## src/rtl/vram_arbiter.sv

```systemverilog
// Round-robin arbiter between two engine rmw ports and a single-port synchronous VRAM.
// Writes issue one per cycle; reads block the arbiter until the shared read bus is loaded.
module vram_arbiter #(
    parameter int ADDR_WIDTH = 17,
    parameter int DATA_WIDTH = 32,
    parameter int BE_WIDTH   = DATA_WIDTH / 8
) (
    input  logic                  clk,
    input  logic                  rst_,
    input  logic                  c0_rts,
    output logic                  c0_rtr,
    input  logic [ADDR_WIDTH-1:0] c0_addr,
    input  logic [DATA_WIDTH-1:0] c0_wdata,
    input  logic [BE_WIDTH-1:0]   c0_wr_op,
    output logic                  c0_bcast_xfc,
    input  logic                  c1_rts,
    output logic                  c1_rtr,
    input  logic [ADDR_WIDTH-1:0] c1_addr,
    input  logic [DATA_WIDTH-1:0] c1_wdata,
    input  logic [BE_WIDTH-1:0]   c1_wr_op,
    output logic                  c1_bcast_xfc,
    output logic [DATA_WIDTH-1:0] rd_data,
    output logic                  mem_en,
    output logic [ADDR_WIDTH-1:0] mem_addr,
    output logic [DATA_WIDTH-1:0] mem_wdata,
    output logic [BE_WIDTH-1:0]   mem_we,
    input  logic [DATA_WIDTH-1:0] mem_rdata
);

    typedef enum logic [1:0] {
        IDLE,
        RD_ISSUE,
        RD_CAPTURE
    } state_t;

    state_t                state, state_nxt;
    logic                  last_grant;
    logic                  rd_owner;
    logic                  grant;
    logic                  xfc;
    logic [ADDR_WIDTH-1:0] sel_addr;
    logic [DATA_WIDTH-1:0] sel_wdata;
    logic [BE_WIDTH-1:0]   sel_wr_op;

    // NOTE: every signal gets a default first so no path through the case leaves one unassigned (no latches).
    always_comb begin
        state_nxt = state;
        c0_rtr    = 1'b0;
        c1_rtr    = 1'b0;
        grant     = 1'b0;
        if (c0_rts && c1_rts)
            grant = ~last_grant;
        else if (c1_rts)
            grant = 1'b1;
        sel_addr  = grant ? c1_addr  : c0_addr;
        sel_wdata = grant ? c1_wdata : c0_wdata;
        sel_wr_op = grant ? c1_wr_op : c0_wr_op;
        case (state)
            IDLE: begin
                c0_rtr = c0_rts && !grant;
                c1_rtr = c1_rts && grant;
                if ((c0_rtr || c1_rtr) && (sel_wr_op == '0))
                    state_nxt = RD_ISSUE;
            end
            RD_ISSUE:   state_nxt = RD_CAPTURE;
            RD_CAPTURE: state_nxt = IDLE;
            default:    state_nxt = IDLE;
        endcase
        xfc = c0_rtr || c1_rtr;
    end

    // NOTE: registered state uses non-blocking assignments so every flop samples pre-edge values.
    always_ff @(posedge clk or negedge rst_) begin
        if (!rst_) begin
            state        <= IDLE;
            last_grant   <= 1'b1;
            rd_owner     <= 1'b0;
            mem_en       <= 1'b0;
            mem_addr     <= '0;
            mem_wdata    <= '0;
            mem_we       <= '0;
            rd_data      <= '0;
            c0_bcast_xfc <= 1'b0;
            c1_bcast_xfc <= 1'b0;
        end else begin
            state <= state_nxt;
            if (xfc) begin
                last_grant <= grant;
                mem_en     <= 1'b1;
                mem_addr   <= sel_addr;
                mem_wdata  <= sel_wdata;
                mem_we     <= sel_wr_op;
                if (sel_wr_op == '0)
                    rd_owner <= grant;
            end else begin
                mem_en <= 1'b0;
                mem_we <= '0;
            end
            // VRAM data is valid during RD_CAPTURE; hand it to the owner as a one-cycle pulse.
            c0_bcast_xfc <= (state == RD_CAPTURE) && !rd_owner;
            c1_bcast_xfc <= (state == RD_CAPTURE) && rd_owner;
            if (state == RD_CAPTURE)
                rd_data <= mem_rdata;
        end
    end

endmodule

```

## config.mk

```make
export PLATFORM = sky130hd
export DESIGN_NAME = vram_arbiter
export DESIGN_NICKNAME = d
export VERILOG_FILES = /design/src/rtl/vram_arbiter.sv
export SDC_FILE = /design/constraint.sdc
export NUM_CORES = 1
export LEC_CHECK = 0
export CORE_MARGIN = 3
export CORE_UTILIZATION = 39
export DETAILED_ROUTE_END_ITERATION = 10
export PLACE_DENSITY = 0.78
export SETUP_SLACK_MARGIN = 0.3
export SLEW_MARGIN = 40
export SYNTH_ARGS = -nofsm -noshare
export SYNTH_HDL_FRONTEND = slang
export SYNTH_SLANG_ARGS = --single-unit
export TNS_END_PERCENT = 50
```

## constraint.sdc

```tcl
create_clock -name clk -period 2.3 [get_ports clk]
set_clock_uncertainty 0.15 [all_clocks]
set_input_delay 0.69 -clock clk [delete_from_list [all_inputs] [get_ports clk]]
set_output_delay 0.69 -clock clk [all_outputs]
set_load 0.005 [all_outputs]
```

==> metrics, run 1 <==
Inserted Clock Buffers 9; Async S/R FF share, synth 100%; synthesis-to-finish area growth 69.8%; number of hold violations in the final report 0; Final Net Count 665; kind of path behind the tightest hold check input port to asynchronous set/reset pin; leading area contributor after synthesis sky130_fd_sc_hd__dfrtp_1; Most used DFF post-synth sky130_fd_sc_hd__dfrtp_1; first-pass GRT wire length 17.0 mm; post-synthesis cell area 4210 um2; count of yosys warnings during synthesis 0; initial standard-cell utilization of the core roughly 40%; worst setup slack after placement -0.611 ns; wire per inst 17.5 um; worst stage delay on the critical path 0.54 ns; cell with the most instances after synthesis sky130_fd_sc_hd__dfrtp_1; EDFF count, synth 0; layout cells sized above 1 34.3%; IO Count 232; PwrDens around 740 nW/um2; final weighted congestion in routability-driven placement 0.709; sum of buffers and inverters on the critical path 1; worst slew margin relative to its limit between 60% and 70%; antenna violations before repair 0; kind of end point of the critical path output port; final worst hold slack 0.0574 ns; crit-path cells a21bo_4, and3_4, buf_6; final count of pins violating max slew 0; iteration-0 DRC count of the detailed router 133; Buffers on Ports 231; Achievable Freq 469 MHz; static power due to leakage 0.00337 uW; Area after DPL around 6800 um2; Horiz. Die Dim 110 um; via count of the first global-routing pass about 3,300; Avg Vias per Cell 4.70; Critical Path Fanout Max 4; final critical path time including I/O delays and setup 2.13 ns; max-cap check violation count 0; number of cell rows 37; Clk Latency, worst-skew pair 0.34 ns; slowest CP cell sky130_fd_sc_hd__dfstp_2; dominant cells by area after synthesis sky130_fd_sc_hd__dfrtp_1 54%, sky130_fd_sc_hd__mux2_2 24%, sky130_fd_sc_hd__mux2_4 15%; mean area per synthesized cell between 15 and 20 um2; DIE HEIGHT about 110 um; Synth Register Bits 92; core box area 10,400 um2; Overflow after GRT 0; placed wire-length estimate after detailed placement 9.01 mm; TritonCTS clock tree yes; outcome complete, no violations; Final ANT Viol Nets 0; maximum buffer depth of the clock tree 2; power consumption roughly 5300 uW; Netlist cell types 25; final sum of negative setup slack 0 ns; commonest cells in the synthesized netlist 91 x sky130_fd_sc_hd__dfrtp_1, 88 x sky130_fd_sc_hd__mux2_2, 42 x sky130_fd_sc_hd__mux2_4; Setup CP Type register to output port; Least-Margin Pin Slew 0.484 ns; RSZ-0062 raised after global routing true; number of DRC violations after detailed routing 0; post-route setup slack 0.169 ns; VDD IR max a little under 0.0005 V; count of hold buffers inserted by post-cts repair 0; worst path arrival time approximately 1.3 ns; Clk pin slew, worst setup/hold paths around 0.1 ns; part of the Yosys area used for sequential elements between 50% and 60%; Final Routed Wirelength 11.6 mm; delay-heaviest family, CP flip-flops; detailed-router iteration count before antenna repair 4; Synth top area share between 50% and 60%; post-route fraction of the period consumed by the critical path 92.7%; Post-Layout Inst Area 7150 um2; Post-Syn Nets 413; die area 12,100 um2; endpoint required time on the critical path 1.46 ns; GRT Util Overall between 10% and 20%; CTS H-tree depth 3; antenna cells 0; DR vias roughly 3,100; CTS sink count slightly above 90; pin count of the biggest net entering global routing 44; clock tree root buffer cell sky130_fd_sc_hd__clkbuf_8; launching element type of the critical path register; post-synthesis cell count 271; Setup violations, final 0
[worst reg2reg max path: stages, from the launching register on]
cell and delay [ns]:
sky130_fd_sc_hd__dfstp_2 0.54, sky130_fd_sc_hd__a21bo_4 0.14, sky130_fd_sc_hd__buf_4 0.41, sky130_fd_sc_hd__mux2_2 0.42, sky130_fd_sc_hd__mux2_2 0.27
[path summary, 6_finish.rpt]
path | startpoint | to | slack, ns | cells after the start
setup / recovery | last_grant$_DFFE_PN1P_ | c0_rtr | 0.17 | 3
hold / removal | rst_ | rd_data[25]$_DFFE_PN0N_ | 0.06 | 1
setup reg to reg | last_grant$_DFFE_PN1P_ | mem_wdata[22]$_DFFE_PN0P_ | 0.25 | 4
hold reg to reg | rd_owner$_DFFE_PN0P_ | c0_bcast_xfc$_DFF_PN0_ | 0.35 | 1
max in group asynchronous | rst_ | last_grant$_DFFE_PN1P_ | 1.32 | 2
min in group clk | rd_owner$_DFFE_PN0P_ | c0_bcast_xfc$_DFF_PN0_ | 0.35 | 1
[area by class of cell]
class                      instances  area, um2
inverter                           2       7.51
tap                              136        170
clock inverter                     6        138
multi-input combinational        162       1810
sequential                        92       2300
fill                             750       3270
clock buffer                       9        124
timing repair buffer             256       2590
[placed cells by master, fill, tap and decap left out, drive strengths merged]
master,n
nand2b,1
a31oi,1
buf,30
inv,2
mux2,130
nor4,2
nor2,3
a21bo,1
dlymetal6s2s,32
a21boi,1
nor3,1
o221ai,1
dfrtp,91
o21ai,1
bufinv,4
clkinv,2
dfstp,1
nand2,10
o2bb2ai,1
a21oi,6
clkbuf,9
nor2b,1
mux2i,1
and3,1
clkdlybuf4s50,176
dlygate4sd2,18
[per-layer routing]
metal / vias to the layer above / wire length [um] / track usage [%] / share of wire, %
met4: 0 / 135 / 5.25 / 1.2
met5: - / 0 / 0 / 0
met3: 10 / 862 / 4.93 / 7.4
met2: 114 / 6400 / 33.8 / 55
li1: 1467 / - / - / -
met1: 1527 / 4220 / 20.8 / 36
[registers in the layout (all words and copies together) (netlist names)]
| name | count |
|---|---|
| mem_addr | 17 |
| rd_owner | 1 |
| last_grant | 1 |
| rd_data | 32 |
| mem_we | 4 |
| c0_bcast_xfc | 1 |
| c1_bcast_xfc | 1 |
| mem_wdata | 32 |
| state | 2 |
| mem_en | 1 |
[logic make-up (layout without fill, tap and decap cells)]
kind of cell	after synthesis	count (layout)	share of synthesized area, %
AOI/OAI and AO/OA	12	12	1.81
buffers and inverters	17	273	2.70
DFF	92	92	54.7
muxes	131	131	38.8
and+or+nand+nor	19	19	2.02
[power by group]
part / leakage (uW) / switching, uW / internal (uW) / total (uW)
Combinational: 0.00216 / 529 / 1220 / 1750
Clock: 0.000129 / 563 / 830 / 1390
Sequential: 0.00108 / 190 / 1980 / 2170
[per-stage QoR]
| step | std cells | util, % |
|---|---|---|
| floorplan | 271 | - |
| global placement | 640 | 64.9 |
| detailed placement | 640 | 64.9 |
| CTS | 657 | 67.3 |
| global route | 663 | 68.6 |
| finish | 663 | 68.6 |
[repair_timing]
| action | 4_1_cts | 5_1_grt |
|---|---|---|
| pin swaps | 2 | 1 |
| resized for setup | 36 | 35 |
| setup endpoints to repair | 139 | 106 |
| buffers inserted | 2 | 6 |
No activity file was read; power rests on OpenSTA's default activity.
==> run 2: changes to the inputs <==
--- a/config.mk
+++ b/config.mk
@@ -9,7 +9,7 @@
 export CORE_UTILIZATION = 39
 export DETAILED_ROUTE_END_ITERATION = 10
 export PLACE_DENSITY = 0.78
-export SETUP_SLACK_MARGIN = 0.3
+export SETUP_SLACK_MARGIN = 0.1
 export SLEW_MARGIN = 40
 export SYNTH_ARGS = -nofsm -noshare
 export SYNTH_HDL_FRONTEND = slang
==> run 2 against run 1 <==
  * Count of clock-buffer cells in the layout is the same
  * Via count shrank 0.67%
  * Flip-flop and latch count is the same
  * Clock power decreased by 19%
  * Sequential share of layout area up 0.83 points
  * Critical endpoint unchanged
  * Routed wire length shrank 3.1%
  * Die area did not move
  * Total power is 4.3% lower
  * Global-route usage increased by 0.093 points
  * Sequential power barely moved
==> metrics, run 2 (same netlist as run 1, synthesis figures left out) <==
via count of the first global-routing pass 3,384 (+1.1%); final count of pins violating max slew 0 (unchanged); launching element type of the critical path register; PwrDens 730 nW/um2 (-1.8%); Critical Path Fanout Max 4 (unchanged); power consumption 5090 uW (-4.3%); CTS sink count 92 (unchanged); iteration-0 DRC count of the detailed router 68 (-49%); layout cells sized above 1 33.5% (-0.82 points); worst flop-to-flop path startpoint last_grant$_DFFE_PN1P_; max-cap check violation count 0 (unchanged); initial standard-cell utilization of the core 40.4% (unchanged); Least-Margin Pin Slew 0.538 ns (+0.0544 ns); kind of path behind the tightest hold check input port to asynchronous set/reset pin; biggest registers after layout mem_wdata x32, rd_data x32, mem_addr x17; pin count of the biggest net entering global routing 40 (-9.1%); maximum buffer depth of the clock tree 2 (unchanged); start point of the critical path last_grant$_DFFE_PN1P_; kind of end point of the critical path output port; clock tree root buffer cell sky130_fd_sc_hd__clkbuf_8; final critical path time including I/O delays and setup 2.17 ns (+0.0336 ns); post-route fraction of the period consumed by the critical path 94.1% (+1.5 points); number of hold violations in the final report 0 (unchanged); CTS H-tree depth 3 (unchanged); IO Count 232 (unchanged); highest-count cells in the layout ignoring fill and taps 226 x sky130_fd_sc_hd__clkdlybuf4s50_1, 91 x sky130_fd_sc_hd__dfrtp_1, 88 x sky130_fd_sc_hd__mux2_2; DR vias 3,097 (-0.67%); worst setup slack after placement -0.682 ns (-0.0714 ns); worst path arrival time 1.33 ns (+0.04 ns); placed wire-length estimate after detailed placement 8.78 mm (-2.5%); worst slew margin relative to its limit 64.1% (-3.6 points); outcome complete, no violations; Setup violations, final 0 (unchanged); slowest CP cell sky130_fd_sc_hd__dfstp_2; number of DRC violations after detailed routing 0 (unchanged); core box area 10,400 um2 (unchanged); final core utilization 66.9% (-1.7 points); Buffers on Ports 231 (unchanged); Overflow after GRT 0 (unchanged); post-route setup slack 0.135 ns (-0.0336 ns); Horiz. Die Dim 110 um (unchanged); synthesis-to-finish area growth 65.6%; delay-heaviest family, CP flip-flops; antenna violations before repair 0 (unchanged); VDD IR max 0.000611 V (+26%); Cells after DPL 640 (unchanged); Final Instance Count excl. Fillers 658 (-0.75%); Final Net Count 659 (-0.90%); sum of buffers and inverters on the critical path 1 (unchanged); GRT Util Overall 18.5% (+0.093 points); Avg Vias per Cell 4.71 (about the same); Clk pin slew, worst setup/hold paths 0.10 ns (about the same); Final ANT Viol Nets 0 (unchanged); Final Routed Wirelength 11.3 mm (-3.1%); total of fill cells in the finished design 798 (+6.4%); TritonCTS clock tree yes; number of cell rows 37 (unchanged); crit-path cells a21bo_4, and3_4, buf_6; final sum of negative setup slack 0 ns (unchanged); worst stage delay on the critical path 0.55 ns (about the same); DIE HEIGHT 110 um (unchanged); endpoint required time on the critical path 1.46 ns (about the same); leading cell type in the layout, fill and taps excluded sky130_fd_sc_hd__clkdlybuf4s50_1; first-pass GRT wire length 16.9 mm (-0.36%); die area 12,100 um2 (unchanged); detailed-router iteration count before antenna repair 4 (unchanged); final weighted congestion in routability-driven placement 0.778 (+9.8%); Inserted Clock Buffers 9 (unchanged); antenna cells 0 (unchanged); Achievable Freq 462 MHz (-1.6%); wire per inst 17.1 um (-2.3%); RSZ-0062 raised after global routing true; Setup CP Type register to output port; static power due to leakage 0.00299 uW (-11%); Clk Latency, worst-skew pair 0.36 ns (+0.02 ns)
run 2: layer usage:
layer / global-route usage [%] / up-vias / wire length, um
li1: - / 1462 / -
met5: 0 / - / 0
met3: 5.81 / 17 / 926
met4: 6.86 / 0 / 198
met2: 32.9 / 117 / 5870
met1: 20.5 / 1501 / 4270
run 2: final cells by class:
class	instances	area (um2)	area share (%)
sequential	92	2300	33.0
clock buffer	9	124	1.78
inverter	2	7.51	0.108
clock inverter	7	80.1	1.15
timing repair buffer	250	2480	35.5
multi-input combinational	162	1810	26.0
tap	136	170	2.44
run 2: repair_timing:
action,CTS,global route
pin swaps,2,0
buffers inserted,2,0
setup endpoints to repair,45,1
resized for setup,20,0
hold buffers,0,0
run 2: path summary, 6_finish.rpt:
check | endpoint | cells after the start | slack [ns]
worst max-delay path | c0_rtr | 3 | 0.13
worst min-delay path | rd_data[27]$_DFFE_PN0N_ | 1 | 0.15
worst max register to register | mem_wdata[10]$_DFFE_PN0P_ | 5 | 0.18
worst min register to register | c0_bcast_xfc$_DFF_PN0_ | 1 | 0.34
max in group asynchronous | mem_wdata[16]$_DFFE_PN0P_ | 2 | 1.25
min in group clk | c0_bcast_xfc$_DFF_PN0_ | 1 | 0.34
run 2: per-stage QoR:
step | cell area [um2] | hold slack, ns
after floorplan | 4210 | 0.244
after global placement | 6750 | 0.312
after detailed placement | 6750 | 0.325
after CTS | 6970 | 0.144
after global routing | 6970 | 0.156
final | 6970 | 0.147
run 2: power breakdown:
group | switching (uW) | total [uW] | internal [uW]
registers | 187 | 2170 | 1980
logic | 513 | 1790 | 1280
clock network | 611 | 1130 | 518
total | 1310 | 5090 | 3780
==> run 3: changes to the inputs <==
--- a/config.mk
+++ b/config.mk
@@ -7,6 +7,7 @@
 export LEC_CHECK = 0
 export CORE_MARGIN = 3
 export CORE_UTILIZATION = 39
+export CTS_CLUSTER_SIZE = 20
 export DETAILED_ROUTE_END_ITERATION = 10
 export PLACE_DENSITY = 0.78
 export SETUP_SLACK_MARGIN = 0.1
==> results of run 3 <==
The final DEF is identical to that of run 2; final timing and power are the same.
